**src/rtl/div_seq_pkg.sv**
```systemverilog
// rtl/div_seq_pkg.sv - shared ALU function codes and divide sequencer state encodings
package div_seq_pkg;

    localparam int DIV_W_DEF = 16;

    localparam logic [4:0] ADD = 5'h00;
    localparam logic [4:0] SUB = 5'h01;
    localparam logic [4:0] SLL = 5'h05;
    localparam logic [4:0] SRL = 5'h06;
    localparam logic [4:0] MUL = 5'h07;
    localparam logic [4:0] DIV = 5'h08;

    typedef enum logic [1:0] {
        DIV_IDLE = 2'd0,
        DIV_RUN  = 2'd1,
        DIV_DONE = 2'd2
    } div_state_e;

endpackage

```
**src/rtl/div_seq_step.sv**
```systemverilog
// rtl/div_seq_step.sv - one combinational restoring-division iteration
module div_step #(
    parameter int DIV_W = 16
) (
    input  logic [DIV_W-1:0] rem_i,
    input  logic [DIV_W-1:0] quot_i,
    input  logic [DIV_W-1:0] divisor_i,
    output logic [DIV_W-1:0] rem_o,
    output logic [DIV_W-1:0] quot_o
);

    logic [DIV_W:0] shifted;
    logic [DIV_W:0] trial;

    assign shifted = {rem_i, quot_i[DIV_W-1]};
    assign trial   = shifted - {1'b0, divisor_i};

    // A non-negative trial is always below the divisor, so its top bit is free to act as the sign.
    always_comb begin
        if (!trial[DIV_W]) begin
            rem_o  = trial[DIV_W-1:0];
            quot_o = {quot_i[DIV_W-2:0], 1'b1};
        end else begin
            rem_o  = shifted[DIV_W-1:0];
            quot_o = {quot_i[DIV_W-2:0], 1'b0};
        end
    end

endmodule

```
**src/rtl/div_seq.sv**
```systemverilog
// rtl/div_seq.sv - multi-cycle unsigned restoring divide sequencer for the EX stage
module div_seq
    import div_seq_pkg::*;
#(
    parameter int DIV_W = DIV_W_DEF
) (
    input  logic             clk,
    input  logic             rst_n,
    input  logic             start,
    input  logic [4:0]       func,
    input  logic [DIV_W-1:0] src1,
    input  logic [DIV_W-1:0] src0,
    input  logic             flush,
    output logic             stall,
    output logic             done,
    output logic [DIV_W-1:0] quot,
    output logic [DIV_W-1:0] rem,
    output logic             dbz
);

    localparam int CNT_W = (DIV_W > 2) ? $clog2(DIV_W) : 1;
    localparam logic [CNT_W-1:0] LAST_CNT = CNT_W'(DIV_W - 1);

    div_state_e       state_q, state_d;
    logic [CNT_W-1:0] count_q, count_d;
    logic [DIV_W-1:0] divisor_q, divisor_d;
    logic [DIV_W-1:0] rem_q, rem_d;
    logic [DIV_W-1:0] quot_q, quot_d;
    logic             dbz_q, dbz_d;
    logic [DIV_W-1:0] step_rem, step_quot;
    logic             launch;

    assign launch = start & (func == DIV) & ~flush;

    div_step #(.DIV_W(DIV_W)) u_step (
        .rem_i     (rem_q),
        .quot_i    (quot_q),
        .divisor_i (divisor_q),
        .rem_o     (step_rem),
        .quot_o    (step_quot)
    );

    always_ff @(posedge clk or negedge rst_n) begin
        if (!rst_n) begin
            state_q <= DIV_IDLE;
        end else begin
            state_q <= state_d;
        end
    end

    always_comb begin
        state_d = state_q;
        case (state_q)
            DIV_IDLE: if (launch) state_d = (src0 == '0) ? DIV_DONE : DIV_RUN;
            DIV_RUN:  if (count_q == LAST_CNT) state_d = DIV_DONE;
            DIV_DONE: state_d = DIV_IDLE;
            default:  state_d = DIV_IDLE;
        endcase
        if (flush) state_d = DIV_IDLE;
    end

    always_comb begin
        stall = ((state_q == DIV_IDLE) & launch) | (state_q == DIV_RUN);
        done  = (state_q == DIV_DONE);
    end

    // Operands are captured only at launch; the quotient field doubles as the shifting dividend.
    always_comb begin
        count_d   = count_q;
        divisor_d = divisor_q;
        rem_d     = rem_q;
        quot_d    = quot_q;
        dbz_d     = dbz_q;
        if (state_q == DIV_IDLE && launch) begin
            dbz_d   = (src0 == '0);
            count_d = '0;
            if (src0 == '0) begin
                quot_d = '1;
                rem_d  = src1;
            end else begin
                divisor_d = src0;
                rem_d     = '0;
                quot_d    = src1;
            end
        end else if (state_q == DIV_RUN) begin
            rem_d   = step_rem;
            quot_d  = step_quot;
            count_d = count_q + 1'b1;
        end
    end

    always_ff @(posedge clk or negedge rst_n) begin
        if (!rst_n) begin
            count_q   <= '0;
            divisor_q <= '0;
            rem_q     <= '0;
            quot_q    <= '0;
            dbz_q     <= 1'b0;
        end else begin
            count_q   <= count_d;
            divisor_q <= divisor_d;
            rem_q     <= rem_d;
            quot_q    <= quot_d;
            dbz_q     <= dbz_d;
        end
    end

    assign quot = quot_q;
    assign rem  = rem_q;
    assign dbz  = dbz_q;

endmodule

```
**config.mk**
```make
export PLATFORM = sky130hd
export DESIGN_NAME = div_seq
export DESIGN_NICKNAME = d
export VERILOG_FILES = /design/src/rtl/div_seq_pkg.sv /design/src/rtl/div_seq_step.sv /design/src/rtl/div_seq.sv
export SDC_FILE = /design/constraint.sdc
export NUM_CORES = 1
export LEC_CHECK = 0
export ABC_AREA = 1
export CAP_MARGIN = 20
export CORE_ASPECT_RATIO = 1.4
export CORE_UTILIZATION = 57
export DETAILED_ROUTE_END_ITERATION = 16
export MAX_ROUTING_LAYER = met4
export PLACE_DENSITY = 0.95
export SETUP_SLACK_MARGIN = 0.4
export SLEW_MARGIN = 40
export SYNTH_ARGS = -nofsm -noshare
export SYNTH_HDL_FRONTEND = slang
export SYNTH_SLANG_ARGS = --single-unit
```
**constraint.sdc**
```tcl
create_clock -name clk -period 3.33 [get_ports clk]
set_input_delay 0.333 -clock clk [delete_from_list [all_inputs] [get_ports clk]]
set_output_delay 0.333 -clock clk [all_outputs]
set_load 0.02 [all_outputs]
```
# Word level (Yosys, flattened, before mapping)
# Index checks and enable logic that the tools add are counted.
# W data, S select, Z words.
[op_classes]
n_mux = 15
n_addsub = 2
reduce_logical = 6
n_bitwise = 6
eq_ne = 6
[op_table]
columns = ["op", "n"]
rows = [
  ["$mux W16", 7],
  ["$sub A17 B16 Y17", 1],
  ["$logic_not A16 Y1", 1],
  ["$mux W2", 4],
  ["$mux W4", 2],
  ["$ne A3 B3 Y1 const B", 2],
  ["$eq A5 B4 Y1 const B", 1],
  ["$add A4 B1 Y4 const B", 1],
  ["$eq A4 B4 Y1 const B", 1],
  ["$pmux W2 S2", 1],
  ["$reduce_and A2 Y1", 2],
  ["$and A1 B1 Y1", 3],
  ["$eq A2 B1 Y1 const B", 1],
  ["$eq A2 B2 Y1 const B", 1],
  ["$logic_not A2 Y1", 1],
  ["$not A1 Y1", 2],
  ["$reduce_bool A2 Y1", 1],
  ["$logic_and A1 B1 Y1", 1],
  ["$mux W1", 1],
  ["$or A1 B1 Y1", 1],
]
[totals]
regBits = 55
wordCells = 41
in_bits = 41

# Longest topological paths before layout
[depth]
depth_word = 6
mapped_depth = 15
mapped_depth_nobuf = 15

# Hierarchy
# A second synthesis with hierarchy kept.
[hier_totals]
hier_cells = 679
area_unflattened_um2 = 4540.6
[by_module_without_submodules]
columns = ["module", "seq_area_each_um2", "instances", "area_each_um2", "cells_per_inst"]
rows = [
  ["div_seq", 1376.3, 1, 2880.3, 381],
  ["div_step", 0.0, 1, 1660.3, 298],
]

# Worst setup path before layout
# Ideal clock, no wire load.
[synth_timing]
path_type = "flip-flop to flip-flop"
from = "reg quot_q[15], in the netlist quot[15]"
to = "reg rem_q[11], in the netlist rem[11]"
required_time_ns = 3.208
setup_slack_ns = 1.096
synth_period_minus_slack_ns = 2.234
setup_time_ns = 0.122
path_stages_with_launch = 15
arrival_time_ns = 2.112
path_buffers = 1
cell_sequence = "dfrtp_1 > inv_1 > ha_1 > fa_1 > inv_2 > nand2_1 > nand2_1 > nand3_2 > nand2_2 > nand2_4 > nand3_4 > buf_4 > nand3_2 > nand3_2 > a21oi_2"
[synth_via]
elab_chain_cells = 4
[synth_rtl]
columns = ["item", "line", "rtl"]
rows = [
  ["start, declared", "div_seq.sv:28", "logic [DIV_W-1:0] quot_q, quot_d;"],
  ["start signal, assigned", "div_seq.sv:103", "quot_q <= quot_d;"],
  ["$sub A17 B16 Y17", "div_seq_step.sv:16", "assign trial = shifted - {1'b0, divisor_i};"],
  ["$mux W16", "div_seq_step.sv:20", "if (!trial[DIV_W]) begin"],
  ["$mux W16", "div_seq.sv:85", "end else if (state_q == DIV_RUN) begin"],
  ["$mux W16", "div_seq.sv:74", "if (state_q == DIV_IDLE && launch) begin"],
  ["end signal, assigned", "div_seq.sv:102", "rem_q <= rem_d;"],
  ["end, declared", "div_seq.sv:27", "logic [DIV_W-1:0] rem_q, rem_d;"],
]
# Every way passes these cells. The select of a mux whose other input is x is not followed.
# A chain may end at the register's enable or synchronous reset.

# Worst setup path after layout
[layout_timing]
from = "in func[1]"
to = "out stall"
[layout_via]
elab_chain_cells = 5
[layout_rtl]
columns = ["item", "line", "rtl"]
rows = [
  ["start, declared", "div_seq.sv:10", "input logic [4:0] func,"],
  ["$eq A5 B4 Y1", "div_seq.sv:33", "assign launch = start & (func == DIV) & ~flush;"],
  ["$and A1 B1 Y1 (2 in series)", "div_seq.sv:33", ""],
  ["$and A1 B1 Y1", "div_seq.sv:63", "stall = ((state_q == DIV_IDLE) & launch) | (state_q == DIV_RUN);"],
  ["$or A1 B1 Y1", "div_seq.sv:63", ""],
  ["end, declared", "div_seq.sv:14", "output logic stall,"],
]
# Every way passes these cells.

==> run metrics <==
reg2reg path depth 14; Critical Path Sink Type primary output; Peak VDD IR 0.660 mV; worst min path class in -> async; post-DR wirelength/cell 14.2 um; max_cap viols 0; layout cells sized above 1 9.89%; asr flop ratio synth 100%; setup repair bufs after CTS 0; Slowest-stage cell, CP clkdlybuf4s50_1; Critical R2R Launch quot[15]; sequential power share 25.2%; Cell Chain, Critical Path clkdlybuf4s50_1 > nor2_1 > nand3b_1 > nor2_1 > nand2_1 > inv_2 > nand3_2 > nand2_2 > clkdlybuf4s50_1; final wirelength 10700 um; Remaining DRCs 0; Buf+Inv Stages, Crit Path 3; total grt overflow 0; r2r setup slk 0.79 ns; sw frac 50.3%; most common cell after layout, fill and taps aside nand2_1; Netlist cell types 38; RSZ-0062 raised after global routing false; Avg Cell Area, Syn 6.95 um^2; reg2reg end rem[15]; post-synthesis register bit count 55; clock power share 8.1%; synth warn 0; Fill cells 584; max-slew violation count 0; DR pass1 iterations 4; fmax 0.375 GHz; clk buf depth 2; Reg clk slew, reported paths 0.09 ns; Pint 2.34 mW; P&R area growth vs syn 21.9%; fin crit share 80.0%; min cycle time layout 2.66 ns; cell row count 36; I/O pins 76; slew margin rel. 68.9%; Via Count 4029; Core Area 6940 um^2; static leakage 2.59 nW; DP Worst Slack 0.694 ns; setup_tns 0 ns; cell count after synthesis 589; Post-synth EDFFs 0; sequential area share after synthesis 33.6%; total CTS buffers 5; Die Area 7530 um^2; total track usage 32.6%; CP top delay family buffers and inverters; CTS H-tree lvls 2; Layout Skew 0.00486 ns; Worst-Skew Late Latency 0.32 ns; Final nets 716; die height 102 um; vias in the first global route 4009; NetSw 2.37 mW; most frequent cells in the layout nand2_1, inv_1, clkdlybuf4s50_1; first-pass GRT wire length 18100 um; status finished clean; CTS tree done; Critical Path Stages 9; combinational share of power 66.8%; worst path required time 3.00 ns; CP Class in -> out; Power Density 944 nW/um^2; Arr. time, crit path 2.33 ns; ant diodes 0; Slowest Stage Delay on Critical Path 0.69 ns; CTS sink count 55; ANT nets after route 0; largest net degree at the start of global routing 37; count of final hold-check violations 0; Netlist Area Pre-Place 4100 um^2; Worst Slack Setup Final 0.665 ns; Initial Util 59.0%; Detail Placement HPWL 8600 um; Synth Flop Type dfrtp_1; critical path fanouts, max 26; crit path launch type input port; cts repair resizes 0; Slew @ Worst Pin 0.465 ns; Via-to-Cell Ratio 5.36; Final setup viols 0; RD Place Congestion 0.866; initial antenna violation count 0; # port buffers 75; critical path launch point func[1]; Root Driver clkbuf_8; Iteration-0 DRC Markers 252; Die W 73.6 um; syn nets 648; Critical path destination stall
synth_stat cells, types with 5 or more instances:
cell type / count / area [um^2]
nand2_1: 147 / 552
inv_1: 95 / 357
dfrtp_1: 55 / 1380
nor2_1: 52 / 195
nand3_1: 40 / 200
a21oi_1: 34 / 170
o21ai_1: 21 / 105
ha_1: 17 / 213
o21ai_0: 15 / 75.1
a31oi_1: 14 / 87.6
nand3_2: 14 / 140
a21oi_2: 9 / 78.8
inv_2: 9 / 33.8
clkbuf_1: 8 / 30.0
nand4_1: 8 / 50.1
buf_2: 7 / 35.0
nand3b_2: 7 / 78.8
nand2_2: 5 / 31.3
metal layers:
metal  GRT usage [%]  vias up  wire (um)
li1                -     2011          -
met1            36.5     1890       4240
met2            56.7      101       5710
met3            4.64       27        315
met4            15.1        0        398
met5               -        -          0
power groups by stage:
stage | sequential [mW] | clock (mW) | combinational, mW
CTS | 1.18 | 0.388 | 3.15
global placement | 1.18 | 0 | 3.02
floorplan | 1.33 | 0 | 2.06
finish | 1.19 | 0.380 | 3.14
detailed placement | 1.19 | 0 | 3.13
global route | 1.21 | 0.406 | 3.53
registers in the layout, indices dropped and copies added (netlist names):
register,cells
divisor_q,16
quot,16
rem,16
count_q,4
state_q,2
dbz,1
what timing repair did:
action,in CTS,in global routing
hold buffers,0,1
hold endpoints to repair,0,35
setup endpoints to repair,0,0
metrics by stage:
step | instances | hold slack, ns | cell area [um^2] | utilization, % | power (mW)
floorplan | 589 | 0.0374 | 4100 | - | 3.39
detailed placement | 744 | 0.455 | 4890 | 70.5 | 4.31
finish | 752 | 0.496 | 4990 | 72.0 | 4.71
global route | 752 | 0.525 | 4990 | 72.0 | 5.15
global placement | 744 | 0.447 | 4890 | 70.5 | 4.21
CTS | 751 | 0.112 | 4980 | 71.8 | 4.71
layout make-up:
class	count	area, um^2	area share (%)
multi-input cells	409	2220	44.5
flip-flops and latches	55	1380	27.6
repair buffers	80	788	15.8
inverters	106	398	7.97
well taps	95	119	2.38
clock buffers	6	82.6	1.65
clock inverters	1	5.00	0.100
how the worst min path moves through the flow:
| stage | start | endpoint | slack, ns |
|---|---|---|---|
| global route | divisor_q[2] | divisor_q[2] | 0.53 |
| global placement | rst_n | quot[12] | 0.45 |
| finish | rst_n | quot[11] | 0.50 |
| floorplan | rst_n | count_q[0] | 0.04 |
| CTS | rst_n | quot[14] | 0.11 |
| detailed placement | rst_n | quot[12] | 0.45 |
logic make-up after synthesis:
family                   count (synthesis)  synth area share [%]
AO/OA/AOI/OAI                           98                  13.8
XOR/XNOR                                 5                  1.07
adder cells (fa/ha/maj)                 18                  5.68
buffers and inverters                  125                  12.1
flip-flops                              55                  33.6
AND/OR/NAND/NOR                        288                  33.7
Power figures use the tool's default switching activity.
==> RTL edit 1: new RTL, same settings <==
Reset style: synchronous (`rst_n`), changed in 2 clocked blocks.
--- a/src/rtl/div_seq.sv
+++ b/src/rtl/div_seq.sv
@@ -42,3 +42,3 @@
 
-    always_ff @(posedge clk or negedge rst_n) begin
+    always_ff @(posedge clk) begin
         if (!rst_n) begin
@@ -91,3 +91,3 @@
 
-    always_ff @(posedge clk or negedge rst_n) begin
+    always_ff @(posedge clk) begin
         if (!rst_n) begin
Behaviour: differs if rst_n is asserted again (counterexample within 4 cycles, from zero or initial values and one cycle with rst_n low); with rst_n held inactive, the same outputs for 10 cycles.
==> RTL edit 1 against the original RTL <==
- final area decreased by 5.7%
- worst setup slack improved by 0.29 ns
- clock skew increased by 0.0074 ns
- wire length increased by 2.1%
- global-route usage decreased by 0.36 points
- via count increased by 4.2%
- highest routed layer unchanged
- critical endpoint is now rem[8]
- cell count decreased by 1.1%
- synthesized area decreased by 5.3%
- sequential cell count unchanged
Power is left out: it rests on default switching activity, and per cell area and clock period it moved more than threefold.
==> RTL edit 1: results (changes against the original RTL) <==
ys async rst share=0 (was 1.00); first-pass GRT wire length=18,000 um (was 18,100 um); max incr delay on CP=0.41 ns (was 0.69 ns); share of synthesized area spent on multiplexers=0 (unchanged); All-Layer GR Usage=0.323 (was 0.326); max_slew headroom=0.680 (was 0.689); met3 WL post-DR=638 um (was 315 um); worst clock skew=0.0122 ns (was 0.00486 ns); worst min path class=register to register (was input port to asynchronous set/reset pin); routed metal-1 wirelength=4400 um (was 4240 um); share of layout cells above drive strength 1=0.0582 (was 0.0989); status=completed (unchanged); Clk pin slew, worst setup/hold paths=0.11 ns (was 0.09 ns); maximum number of pins on one net before global-route repair=51 (was 37); Critical Path AT=2.63 ns (was 2.33 ns); Crit-path slowest cell=fa_1 (was clkdlybuf4s50_1); postcts setup bufs=0 (unchanged); XOR/XNOR Fraction of Synth Area=0.0113 (was 0.0107); Adder-Cell Fraction of Synth Area=0.0600 (was 0.0568); top cells by count, synth=nand2_1, inv_1, nand3_1 (was nand2_1, inv_1, dfrtp_1); nets=728 (was 716); filler cell count in the final layout=575 (was 584); initial antenna violation count=0 (unchanged); post-synthesis sequential area ratio=0.284 (was 0.336); reg2reg setup slack=0.95 ns (was 0.79 ns); Starting DRT DRC Count=321 (was 252); HPWL after detailed placement=8170 um (was 8600 um)
==> RTL edit 1: metrics by stage <==
stage / cell area, um^2 / utilization / hold WS, ns / worst slack (ns) / cells
2_1_floorplan: 3880 / - / 0.411 / 1.15 / 606
3_3_place_gp: 4620 / 0.703 / 0.447 / 0.933 / 736
3_5_place_dp: 4620 / 0.703 / 0.453 / 0.867 / 736
4_1_cts: 4710 / 0.717 / 0.469 / 0.966 / 744
5_1_grt: 4710 / 0.717 / 0.494 / 0.750 / 744
6_report: 4710 / 0.717 / 0.472 / 0.952 / 744
==> RTL edit 1: per-layer routing <==
layer	GRT usage	up-vias
met5	-	-
met3	0.0415	22
met4	0.122	0
met2	0.575	179
met1	0.362	1920
li1	-	2077
==> RTL edit 1: kinds of logic after synthesis <==
logic type / count (synthesis)
adder cells (fa/ha/maj): 18
flip-flops: 55
XOR/XNOR: 5
AO/OA/AOI/OAI: 127
AND/OR/NAND/NOR: 269
buffers and inverters: 132
==> RTL edit 1: final cells by class <==
type / count / share of cell area
multi-input cells: 419 / 0.475
flip-flops and latches: 55 / 0.234
repair buffers: 78 / 0.164
inverters: 110 / 0.0880
well taps: 74 / 0.0197
clock buffers: 5 / 0.0146
clock inverters: 3 / 0.00478
==> RTL edit 1: worst paths after layout <==
kind | from | to
setup / recovery | quot[15] | rem[8]
hold / removal | divisor_q[4] | divisor_q[4]
setup reg to reg | quot[15] | rem[8]
hold reg to reg | divisor_q[4] | divisor_q[4]
==> RTL edit 1: critical path: cells and delay by family (launching register included) <==
kind | cells | cell delay [ns]
AOI/OAI and AO/OA | 1 | 0.16
DFF | 1 | 0.39
and+or+nand+nor | 9 | 0.92
buffers and inverters | 2 | 0.18
adders and majority gates | 2 | 0.64
==> RTL edit 2: new RTL, same flow settings <==
Made on the original files. Set the package constant `DIV` to 5'h07 (it was 5'h08).
--- a/src/rtl/div_seq_pkg.sv
+++ b/src/rtl/div_seq_pkg.sv
@@ -10,3 +10,3 @@
     localparam logic [4:0] MUL = 5'h07;
-    localparam logic [4:0] DIV = 5'h08;
+    localparam logic [4:0] DIV = 5'h07;
 
Formal check against the unedited RTL: not equivalent (a bounded check fails within 4 cycles, from zero or initial values and one cycle with rst_n low).
==> RTL edit 2 against the original RTL <==
- sequential cell count did not move
- critical path depth up 5
- synthesized cell count grew 0.17%
- highest routed layer unchanged
- hold slack worse by 0.43 ns
- worst setup slack improved by 0.064 ns
- synthesized area increased by 1.6%
- wire length up 2.1%
- combinational power up 3%
- global-route usage fell by 0.12 points
- clock power is 24% higher
- final area up 1.6%
- power up 3.9%
- critical endpoint is now rem[9]
==> RTL edit 2: results (changes against the original RTL) <==
Longest Clk Path Bufs=2 (unchanged); Vias per Instance=5.42 (was 5.36); ys async rst share=1.00 (unchanged); Setup crit start kind=register (was input port); top cells by count, synth=nand2_1, inv_1, dfrtp_1 (unchanged); worst skew pair latency=0.32 ns (about the same); initial antenna violation count=0 (unchanged); Yosys warnings=0 (unchanged); worst min path class=input port to asynchronous set/reset pin (unchanged); IO Port Bufs=75 (unchanged); critical-path maximum fanout=17 (was 26); syn_nets=649 (was 648); max incr delay on CP=0.41 ns (was 0.69 ns); WL/cell=14.5 um (was 14.2 um); vias in the first global route=4,019 (was 4,009); worst clock skew=0.00827 ns (was 0.00486 ns); postcts setup bufs=0 (unchanged); Crit-path slowest cell=fa_1 (was clkdlybuf4s50_1); Place WS=0.706 ns (was 0.694 ns); Pleak=2.66 nW (was 2.59 nW); CTS root buf=clkbuf_8 (unchanged); HPWL after detailed placement=8550 um (was 8600 um); DP Area=4950 um^2 (was 4890 um^2); Critical Path AT=2.85 ns (was 2.33 ns); status=completed (unchanged); # diodes=0 (unchanged); total grt overflow=0 (unchanged); R2R cell count=14 (unchanged); Starting DRT DRC Count=169 (was 252); first-pass GRT wire length=18,300 um (was 18,100 um); All-Layer GR Usage=0.325 (was 0.326); Max H-tree Level=2 (unchanged); Synth cell types=38 (unchanged); Clk pin slew, worst setup/hold paths=0.10 ns; max_slew headroom=0.503 (was 0.689); maximum vdd drop=0.000719 V (was 0.000660 V); prevailing post-synth register cell=dfrtp_1 (unchanged); post-synthesis sequential area ratio=0.331 (was 0.336); CTS buffer count=5 (unchanged); first-pass detailed-route iteration total=4 (unchanged); maximum number of pins on one net before global-route repair=49 (was 37); share of layout cells above drive strength 1=0.0957 (was 0.0989); Reg-to-Reg Start=quot[15] (unchanged); final number of hold-violating endpoints=0 (unchanged); Resized cells post-CTS=0 (unchanged); nets=716 (unchanged); # hold bufs at CTS=0 (unchanged); GPL Wtd Cong=0.924 (was 0.866); top cells by area, synth=dfrtp_1, nand2_1, inv_1 (unchanged)
RTL edit 2: path summary, 6_finish.rpt:
kind	end	slack, ns
max	rem[9]	0.73
min	quot[11]	0.06
max reg2reg	rem[9]	0.73
min reg2reg	divisor_q[8]	0.50
max in group asynchronous	rem[4]	2.47
min in group clk	divisor_q[8]	0.50
RTL edit 2: area by class of cell:
| type | count | area [um^2] |
|---|---|---|
| timing repair buffer | 79 | 776 |
| sequential | 55 | 1380 |
| inverter | 106 | 398 |
| tap | 95 | 119 |
| clock buffer | 6 | 82.6 |
| clock inverter | 2 | 35.0 |
| fill | 550 | 1960 |
| multi-input combinational | 410 | 2280 |
RTL edit 2: kinds of logic (layout without fill, tap and decap cells):
| kind of cell | count (synthesis) | count (layout) | synth area share |
|---|---|---|---|
| AO/OA/AOI/OAI | 98 | 98 | 0.138 |
| XOR/XNOR | 4 | 4 | 0.00842 |
| adder cells (fa/ha/maj) | 18 | 18 | 0.0559 |
| buffers and inverters | 125 | 193 | 0.121 |
| flip-flops | 55 | 55 | 0.331 |
| AND/OR/NAND/NOR | 290 | 290 | 0.346 |
RTL edit 2: where the power goes:
part / total [mW] / internal, mW / switching (mW)
registers: 1.18 / 0.915 / 0.266
clock network: 0.473 / 0.244 / 0.229
logic: 3.24 / 1.30 / 1.93
RTL edit 2: critical path: cells and delay by family (launching register included):
family          cells  cell delay, ns
buf+inv             2            0.21
simple gates        9            1.13
compound gates      1            0.14
fa+ha+maj           2            0.65
flops               1            0.40
RTL edit 2: metrics by stage:
| step | power, mW | hold WS (ns) | std cells | util |
|---|---|---|---|---|
| after floorplan | 3.47 | 0.0374 | 590 | - |
| after global placement | 4.30 | 0.427 | 745 | 0.705 |
| after detailed placement | 4.38 | 0.438 | 745 | 0.705 |
| after CTS | 4.88 | 0.0761 | 753 | 0.721 |
| after global routing | 5.33 | 0.105 | 753 | 0.722 |
| final | 4.89 | 0.0647 | 753 | 0.722 |
RTL edit 2: metal layers:
metal / vias up / GRT usage / share of wire
li1: 2015 / - / -
met1: 1901 / 0.355 / 0.39
met2: 140 / 0.576 / 0.52
met3: 29 / 0.0391 / 0.049
met4: 0 / 0.161 / 0.041
met5: - / - / 0
